## config.mk

```make
export PLATFORM = sky130hd
export DESIGN_NAME = std_div_arbiter
export DESIGN_NICKNAME = d
export VERILOG_FILES = /design/src/rtl/std_div_arbiter.sv
export SDC_FILE = /design/constraint.sdc
export NUM_CORES = 1
export LEC_CHECK = 0
export BUFFER_PORTS_ARGS = -buffer_cell sky130_fd_sc_hd__clkbuf_2
export CAP_MARGIN = 20
export CORE_MARGIN = 4
export CORE_UTILIZATION = 54
export DETAILED_ROUTE_END_ITERATION = 7
export PLACE_DENSITY = 0.8
export SKIP_CTS_REPAIR_TIMING = 1
export SLEW_MARGIN = 10
export SYNTH_ARGS = -nofsm -noshare
export SYNTH_HDL_FRONTEND = slang
export SYNTH_SLANG_ARGS = --single-unit
```

## constraint.sdc

```tcl
create_clock -name clk -period 3.8 [get_ports clk]
set_clock_uncertainty 0.2 [all_clocks]
set_input_delay 0.76 -clock clk [delete_from_list [all_inputs] [get_ports clk]]
set_output_delay 0.76 -clock clk [all_outputs]
set_load 0.05 [all_outputs]
```

## src/rtl/std_div_arbiter.sv

```systemverilog
// Shared unsigned divider with a round-robin arbiter in front of it.
// std_div_pipe is a bit-serial restoring divider that starts on go and
// clears whenever go drops. std_div_arbiter grants one requester at a time,
// latches that requester's operands, and either runs the divider or takes
// the divide-by-zero shortcut.

module std_div_pipe #(
  parameter int WIDTH = 32
) (
  input  logic             clk,
  input  logic             reset_n,
  input  logic             go,
  input  logic [WIDTH-1:0] dividend,
  input  logic [WIDTH-1:0] divisor,
  output logic             done,
  output logic [WIDTH-1:0] quotient,
  output logic [WIDTH-1:0] remainder
);

  localparam int CW = $clog2(WIDTH + 1);

  logic             active_q;
  logic             done_q;
  logic [CW-1:0]    count_q;
  logic [WIDTH-1:0] quo_q;
  logic [WIDTH-1:0] rem_q;
  logic [WIDTH:0]   shifted;
  logic [WIDTH:0]   trial;

  // One restoring step: shift the next dividend bit into the partial remainder
  // and try subtracting the divisor; bit WIDTH of the trial is the borrow.
  always_comb begin
    shifted = {rem_q, quo_q[WIDTH-1]};
    trial   = shifted - {1'b0, divisor};
  end

  // Load on the first go cycle, iterate WIDTH steps, then hold done until
  // go drops. A zero dividend finishes immediately with zero results.
  always_ff @(posedge clk or negedge reset_n) begin
    if (!reset_n) begin
      active_q <= 1'b0;
      done_q   <= 1'b0;
      count_q  <= '0;
      quo_q    <= '0;
      rem_q    <= '0;
    end else if (!go) begin
      active_q <= 1'b0;
      done_q   <= 1'b0;
      count_q  <= '0;
      quo_q    <= '0;
      rem_q    <= '0;
    end else if (active_q) begin
      if (trial[WIDTH]) begin
        rem_q <= shifted[WIDTH-1:0];
        quo_q <= {quo_q[WIDTH-2:0], 1'b0};
      end else begin
        rem_q <= trial[WIDTH-1:0];
        quo_q <= {quo_q[WIDTH-2:0], 1'b1};
      end
      if (count_q == CW'(WIDTH - 1)) begin
        active_q <= 1'b0;
        done_q   <= 1'b1;
      end
      count_q <= count_q + 1'b1;
    end else if (!done_q) begin
      quo_q   <= dividend;
      rem_q   <= '0;
      count_q <= '0;
      if (dividend == '0) begin
        done_q <= 1'b1;
      end else begin
        active_q <= 1'b1;
      end
    end
  end

  assign done      = done_q;
  assign quotient  = quo_q;
  assign remainder = rem_q;

endmodule

module std_div_arbiter #(
  parameter int WIDTH = 32,
  parameter int NREQ  = 4,
  parameter int IDW   = $clog2(NREQ)
) (
  input  logic                  clk,
  input  logic                  reset_n,
  input  logic [NREQ-1:0]       req,
  input  logic [NREQ*WIDTH-1:0] left,
  input  logic [NREQ*WIDTH-1:0] right,
  output logic [NREQ-1:0]       ack,
  output logic [WIDTH-1:0]      out_quotient,
  output logic [WIDTH-1:0]      out_remainder,
  output logic                  div_by_zero,
  output logic [IDW-1:0]        owner,
  output logic                  busy
);

  localparam logic [1:0] ST_IDLE  = 2'd0;
  localparam logic [1:0] ST_RUN   = 2'd1;
  localparam logic [1:0] ST_FLUSH = 2'd2;

  logic [1:0]       state_q,      state_d;
  logic [IDW-1:0]   owner_q,      owner_d;
  logic [IDW-1:0]   last_grant_q, last_grant_d;
  logic [WIDTH-1:0] opa_q,        opa_d;
  logic [WIDTH-1:0] opb_q,        opb_d;
  logic [NREQ-1:0]  ack_q,        ack_d;
  logic [WIDTH-1:0] quo_out_q,    quo_out_d;
  logic [WIDTH-1:0] rem_out_q,    rem_out_d;
  logic             dbz_q,        dbz_d;

  logic [2*NREQ-1:0] req_dbl;
  logic [NREQ-1:0]   req_rot;
  logic [IDW:0]      ptr;
  logic [IDW:0]      sum;
  logic              grant_valid;
  logic [IDW-1:0]    grant_idx;
  logic [WIDTH-1:0]  grant_left;
  logic [WIDTH-1:0]  grant_right;
  logic [NREQ-1:0]   owner_dec;
  logic [NREQ-1:0]   grant_dec;
  logic              req_owner;

  logic             div_go;
  logic             div_done;
  logic [WIDTH-1:0] div_quo;
  logic [WIDTH-1:0] div_rem;

  // Rotate the request vector so bit 0 is the requester after last_grant;
  // the lowest set bit of the rotated vector is then the round-robin winner.
  always_comb begin
    req_dbl     = {req, req};
    ptr         = {1'b0, last_grant_q} + 1'b1;
    req_rot     = req_dbl[ptr +: NREQ];
    grant_valid = 1'b0;
    sum         = '0;
    grant_idx   = '0;
    for (int j = NREQ - 1; j >= 0; j--) begin
      if (req_rot[j]) begin
        grant_valid = 1'b1;
        sum         = ptr + (IDW+1)'(j);
      end
    end
    if (sum >= (IDW+1)'(NREQ)) begin
      sum = sum - (IDW+1)'(NREQ);
    end
    grant_idx   = sum[IDW-1:0];
    grant_left  = left[grant_idx*WIDTH +: WIDTH];
    grant_right = right[grant_idx*WIDTH +: WIDTH];
    req_owner   = req[owner_q];
  end

  // One-hot decodes of the current owner and of the pending winner.
  generate
    for (genvar gi = 0; gi < NREQ; gi++) begin : g_dec
      assign owner_dec[gi] = (owner_q == IDW'(gi));
      assign grant_dec[gi] = (grant_idx == IDW'(gi));
    end
  endgenerate

  // Next-state logic for the FSM, grant bookkeeping and result registers.
  always_comb begin
    state_d      = state_q;
    owner_d      = owner_q;
    last_grant_d = last_grant_q;
    opa_d        = opa_q;
    opb_d        = opb_q;
    ack_d        = '0;
    quo_out_d    = quo_out_q;
    rem_out_d    = rem_out_q;
    dbz_d        = dbz_q;
    case (state_q)
      ST_IDLE: begin
        if (grant_valid) begin
          owner_d      = grant_idx;
          last_grant_d = grant_idx;
          opa_d        = grant_left;
          opb_d        = grant_right;
          if (grant_right == '0) begin
            // Zero divisor: answer straight away without touching the divider.
            state_d   = ST_FLUSH;
            quo_out_d = '1;
            rem_out_d = grant_left;
            dbz_d     = 1'b1;
            ack_d     = grant_dec;
          end else begin
            state_d = ST_RUN;
          end
        end
      end
      ST_RUN: begin
        if (!req_owner) begin
          // Requester withdrew: abandon the divide, keep the old results.
          state_d = ST_FLUSH;
        end else if (div_done) begin
          state_d   = ST_FLUSH;
          quo_out_d = div_quo;
          rem_out_d = div_rem;
          dbz_d     = 1'b0;
          ack_d     = owner_dec;
        end
      end
      ST_FLUSH: begin
        state_d = ST_IDLE;
      end
      default: begin
        state_d = ST_IDLE;
      end
    endcase
  end

  // State registers; last_grant resets to NREQ-1 so requester 0 goes first.
  always_ff @(posedge clk or negedge reset_n) begin
    if (!reset_n) begin
      state_q      <= ST_IDLE;
      owner_q      <= '0;
      last_grant_q <= IDW'(NREQ - 1);
      opa_q        <= '0;
      opb_q        <= '0;
      ack_q        <= '0;
      quo_out_q    <= '0;
      rem_out_q    <= '0;
      dbz_q        <= 1'b0;
    end else begin
      state_q      <= state_d;
      owner_q      <= owner_d;
      last_grant_q <= last_grant_d;
      opa_q        <= opa_d;
      opb_q        <= opb_d;
      ack_q        <= ack_d;
      quo_out_q    <= quo_out_d;
      rem_out_q    <= rem_out_d;
      dbz_q        <= dbz_d;
    end
  end

  // The divider only ever sees latched operands and runs only in RUN, so
  // leaving RUN for any reason clears it before the next divide.
  assign div_go = (state_q == ST_RUN);

  std_div_pipe #(
    .WIDTH (WIDTH)
  ) u_div (
    .clk       (clk),
    .reset_n   (reset_n),
    .go        (div_go),
    .dividend  (opa_q),
    .divisor   (opb_q),
    .done      (div_done),
    .quotient  (div_quo),
    .remainder (div_rem)
  );

  assign ack           = ack_q;
  assign out_quotient  = quo_out_q;
  assign out_remainder = rem_out_q;
  assign div_by_zero   = dbz_q;
  assign owner         = owner_q;
  assign busy          = (state_q != ST_IDLE);

endmodule

```

## After elaboration in Yosys (flattened, before gate mapping)

Cells that the tools add are included.

| storage, ports and cells | value |
|---|---|
| register bits | 211 |
| input port bits | 262 |
| output and inout bits | 72 |
| word-level logic and storage cells | 108 |

| operators by class | value |
|---|---|
| add/sub/neg operators | 7 |
| $lt $le $gt $ge | 2 |
| eq/ne operators | 15 |
| shift-type cells | 3 |
| mux-type cells | 57 |
| reductions and logical operators | 10 |

Operators by type and width:

| kind | number |
|---|---|
| $mux W32 | 15 |
| $shiftx A128 B8 Y32 | 2 |
| $pmux W32 S2 | 2 |
| $logic_not A32 Y1 | 2 |
| $sub A33 B32 Y33 | 1 |
| $mux W1 | 20 |
| $mux W6 | 3 |
| $mux W4 | 4 |
| $mux W3 | 4 |
| $mux W2 | 5 |
| $ne A3 B3 Y1 const B | 3 |
| $eq A2 B2 Y1 const B | 4 |
| $ne A2 B2 Y1 const B | 4 |
| $pmux W4 S2 | 1 |
| $shiftx A8 B4 Y4 | 1 |
| $add A3 B2 Y3 const B | 2 |
| $add A6 B1 Y6 const B | 1 |
| $eq A2 B1 Y1 const B | 3 |
| $eq A6 B5 Y1 const B | 1 |
| $logic_not A2 Y1 | 3 |
| $reduce_and A5 Y1 | 1 |
| $pmux W2 S2 | 1 |
| $reduce_and A2 Y1 | 2 |
| $reduce_bool A2 Y1 | 2 |
| 7 further kinds | 7 |

## Logic depth before layout (Yosys ltp)

| logic depth | value |
|---|---|
| word-level depth | 13 |
| gate-level depth with buffers | 14 |

## By module

From an unflattened synthesis, not the netlist that was laid out.

| second synthesis, totals | value |
|---|---|
| cell total of the unflattened synthesis | 1683 |
| area, all modules | 13655.6 um^2 |

Modules (own cells, without submodules):

| module | instances | cells each | area an instance (um^2) | seq. area each (um^2) |
|---|---|---|---|---|
| std_div_arbiter | 1 | 1056 | 8343.0 | 3480.8 |
| std_div_pipe | 1 | 627 | 5312.6 | 1801.7 |

## Worst setup path before layout

OpenSTA, ideal clock, no wires.

| path | value |
|---|---|
| path type | reg2reg |
| from | register u_div.quo_q[31], in the netlist u_div.quotient[31] |
| to | register u_div.rem_q[29], in the netlist u_div.remainder[29] |
| arrival time | 3.051 ns |
| data required time | 3.466 ns |
| slack | 0.415 ns |
| stages on the path, launching flop included | 15 |
| buffers on the path | 2 |
| clock period less this slack | 3.385 ns |
| cell sequence | dfrtp_1 -> inv_1 -> ha_1 -> fa_1 -> nand2b_1 -> a21oi_1 -> o21ai_0 -> a21oi_1 -> o2111ai_1 -> a211o_1 -> a31oi_1 -> and2_0 -> clkbuf_1 -> buf_4 -> o211ai_1 |

| on the way | value |
|---|---|
| word-level cells in the longest chain between the ends | 4 |

RTL lines:

| what | line | source |
|---|---|---|
| start, declared | 25 | `logic [WIDTH-1:0] quo_q;` |
| start signal, assigned | 55 | `quo_q <= {quo_q[WIDTH-2:0], 1'b0};` |
| start signal, assigned | 58 | `quo_q <= {quo_q[WIDTH-2:0], 1'b1};` |
| start signal, assigned | 66 | `quo_q <= dividend;` |
| $sub A33 B32 Y33 | 34 | `trial = shifted - {1'b0, divisor};` |
| $mux W32 | 53 | `if (trial[WIDTH]) begin` |
| $mux W32 | 52 | `end else if (active_q) begin` |
| $mux W32 | 46 | `end else if (!go) begin` |
| end signal, assigned | 54 | `rem_q <= shifted[WIDTH-1:0];` |
| end signal, assigned | 57 | `rem_q <= trial[WIDTH-1:0];` |
| end, declared | 26 | `logic [WIDTH-1:0] rem_q;` |

No other way between the ends.
A chain may end at the register's enable or synchronous reset.

## Worst setup path in the final report

| path | value |
|---|---|
| from | register last_grant_q[0] |
| to | register rem_out_q[24], in the netlist out_remainder[24] |

| on the way | value |
|---|---|
| word-level cells in the longest chain between the ends | 12 |

RTL lines:

| what | line | source |
|---|---|---|
| start, declared | 107 | `logic [IDW-1:0] last_grant_q, last_grant_d;` |
| start signal, assigned | 220 | `last_grant_q <= IDW'(NREQ - 1);` |
| start signal, assigned | 230 | `last_grant_q <= last_grant_d;` |
| $add A2 B1 Y3 (*) | 136 | `ptr = {1'b0, last_grant_q} + 1'b1;` |
| $shiftx A8 B4 Y4 or $add A3 B2 Y3 (tied branches) | 137, 144 |  |
| $mux W3 (4 in a row) | 142 | `if (req_rot[j]) begin` |
| $ge A3 B3 Y1 or $sub A2 B1 Y2 (tied branches) | 147, 148 |  |
| $mux W2 | 147 | `if (sum >= (IDW+1)'(NREQ)) begin` |
| $shiftx A128 B8 Y32, on equally long branches | 152, 151 |  |
| $logic_not A32 Y1 or $mux W32 (tied branches) | 182 | `if (grant_right == '0) begin` |
| $ne A2 B2 Y1 (no line) or $mux W32 (tied branches) | - |  |
| $reduce_and A5 Y1 (no line) or $pmux W32 S2 (tied branches) | - |  |
| end signal, assigned | 235 | `rem_out_q <= rem_out_d;` |
| end, declared | 112 | `logic [WIDTH-1:0] rem_out_q, rem_out_d;` |

Every way passes the cells marked *; elsewhere a longest branch is shown, timed or not. The select of a mux whose other input is x is not followed.

==> results.toml <==
[status]
status = "finished clean"

[clocking]
clock-root-buffer = "clkbuf_16"
htree_levels = 1
clock_path_buffers = 3
cts_tree = "built"
cts_buffers = 23
cts.sinks = 211
worstSkewPairLatency_ns = 0.52
clk_pin_slew_ns = 0.06

[floorplanning]
ios = 334
die_h_microns = 164
initial_core_util = 0.553
dieArea_sq_um = 26800
fp-row-count = 56
core_sq_um = 23700
die_w_microns = 164

[synthesis]
synth-seq-cells = 211
syn_inst = 1484
synth.distinct_cells = 64
syn_area_sq_um = 13100
avgSynthCellArea_sq_um = 8.83
synth_edf_count = 0
synthFlopType = "dfrtp_1"
yosysWarnings = 0
syn-num-nets = 1780
async_flop_share = 1.00
ys_seq_area_frac = 0.403

[pwr]
p_clk_frac = 0.171
cellLeakagePower_nw = 7.91
combPwrFrac = 0.542
p_int_w = 0.00711
ir_drop_uv = 527
p_sw_frac = 0.469
switchingPower_w = 0.00627
powerDensity_nw_per_um2 = 836
seqPwrFrac = 0.287

[grt]
overflow = 0
antenna_found_initial = 0
grt_pass1_vias = 12357
grt_max_degree = 96
track_usage = 0.288
grt_pass1_wl_microns = 62900

[finish]
num-nets-final = 2076
area.growth.synth_to_final_pct = 22.1
final_common_cell = "clkbuf_2"
drive_gt1_frac = 0.264
antennaDiodeCount = 0
fin_cells = 2114
mostFrequentLayoutCells = "clkbuf_2 (332), dfrtp_1 (207), nand2_1 (188)"

[timing]
slew_headroom = 0.433
worstMarginPinSlew_ns = 0.843
hold_viol = 0
setup_viol = 0
whs_ns = 0.119
fin_crit_sh = 0.954
rsz0062_at_grt = "false"
fmax_mhz = 276
slew_violations = 0
post-route-min-period_ns = 3.63

[critical_path]
ff2ff_path_depth = 11
cp-start-kind = "flop"
required_ns = 4.02
reg2reg_to = "out_remainder[24]"
cp-end-kind = "flop"
r2r_start = "last_grant_q[0]"
crit_fanout = 43
crit_type = "reg2reg"
rrSetupSlack_ns = 0.17
cp-startpoint = "last_grant_q[0]"
endpoint = "out_remainder[24]"
arrival_ns = 3.84

[placed_design]
dpl.hpwl_microns = 29700
dp_cells = 2074
routabilityCongestion = 0.907
port-buffer-count = 333

[hold_path]
min_path_type = "in2async"

[job]
cap_viol_max_count = 0

[routing]
drtPass1Iterations = 5
routed_wl_microns = 39400
drcViolationCount = 0
vias_per_cell = 5.88
dr_total_vias = 12435
post_drt_wl_per_cell_microns = 18.6
detail-route-antenna-nets = 0
drt-initial-drc-count = 1146
==> flip-flops by register name, summed over array words and instances, names as in the netlist, 4 cells and up <==
signal	cells
ack	4
opa_q	32
opb_q	32
out_quotient	32
out_remainder	32
u_div.count_q	6
u_div.quotient	32
u_div.remainder	32
==> critical path: stages, from the launching register on <==
cell and delay [ns]:
dfstp_2 0.55, and3b_1 0.21, o32a_2 0.43, buf_12 0.19
buf_4 0.19, mux2i_1 0.14, mux2i_1 0.16, nor4_1 0.39
and4_1 0.29, nand3_2 0.15, buf_4 0.31, a22oi_1 0.24
==> cells by family (layout without fill, tap and decap cells) <==
group | after synthesis | in the layout | share of synthesized area
simple gates | 515 | 515 | 0.175
compound gates | 353 | 353 | 0.171
flops | 211 | 211 | 0.403
mux | 196 | 196 | 0.154
buf+inv | 151 | 462 | 0.0477
fa+ha+maj | 34 | 34 | 0.0330
xor+xnor | 24 | 24 | 0.0160
==> metal layers <==
metal | track usage | wire (microns)
met3 | 0.0439 | 2640
met5 | 0 | 0
met1 | 0.368 | 16000
met2 | 0.497 | 19300
met4 | 0.105 | 1450
==> cell type report <==
cell class / count / area (sq um)
flip-flops and latches: 211 / 5290
inverters: 42 / 158
well taps: 319 / 399
clock inverters: 9 / 124
clock buffers: 31 / 646
repair buffers: 380 / 2110
fillers: 1923 / 7680
multi-input cells: 1122 / 7280
==> per-stage QoR <==
step / area (sq um) / utilization / setup TNS, ns / setup slack [ns] / total power, W
floorplan: 13100 / - / 0 / 0.415 / 0.00909
finish: 16000 / 0.676 / 0 / 0.173 / 0.0134
global route: 16000 / 0.676 / 0 / 0.0287 / 0.0142
detailed placement: 15200 / 0.642 / -0.607 / -0.0466 / 0.0110
global placement: 15200 / 0.642 / 0 / 0.0619 / 0.0108
CTS: 16000 / 0.675 / 0 / 0.148 / 0.0134
==> power by group through the flow <==
stage	Sequential [W]	Clock (W)	Combinational, W
2_1_floorplan	0.00489	0	0.00420
3_3_place_gp	0.00381	0	0.00699
3_5_place_dp	0.00384	0	0.00719
4_1_cts	0.00382	0.00231	0.00723
5_1_grt	0.00393	0.00240	0.00791
6_report	0.00384	0.00228	0.00725
==> synthesized netlist by cell type, types with 3 or more instances <==
library cell | number | area (sq um)
dfrtp_1 | 209 | 5230
or3_1 | 5 | 31.3
nor2_1 | 186 | 698
a31oi_1 | 41 | 257
and3_1 | 4 | 25.0
a21o_1 | 7 | 52.6
buf_2 | 14 | 70.1
buf_6 | 3 | 33.8
nor4_1 | 18 | 113
nor3_1 | 3 | 15.0
o211ai_1 | 36 | 270
and2_1 | 38 | 238
and4_1 | 6 | 52.6
nand3_1 | 11 | 55.1
a21oi_1 | 96 | 480
a22oi_1 | 32 | 240
buf_4 | 5 | 37.5
a211o_1 | 3 | 26.3
buf_1 | 12 | 45.0
mux2_2 | 36 | 405
nor2b_1 | 7 | 43.8
ha_1 | 33 | 413
o21bai_1 | 6 | 45.0
nand2b_1 | 12 | 75.1
mux2i_1 | 159 | 1590
xnor2_1 | 16 | 140
o2111ai_1 | 4 | 35.0
clkbuf_1 | 75 | 282
o21ai_0 | 64 | 320
xor2_1 | 8 | 70.1
nand4_1 | 31 | 194
nand2_1 | 188 | 706
inv_1 | 42 | 158
o32ai_1 | 3 | 26.3
a211oi_1 | 38 | 285
==> worst min path at each step <==
stage	end	slack, ns	from
4_1_cts	opb_q[6]	0.16	reset_n
6_report	opb_q[5]	0.12	reset_n
5_1_grt	opb_q[6]	0.17	reset_n
3_3_place_gp	u_div.count_q[5]	0.26	u_div.count_q[5]
2_1_floorplan	u_div.count_q[5]	0.24	u_div.count_q[5]
3_5_place_dp	state_q[1]	0.29	state_q[1]
Note: power is estimated with default switching activity, not from simulation.
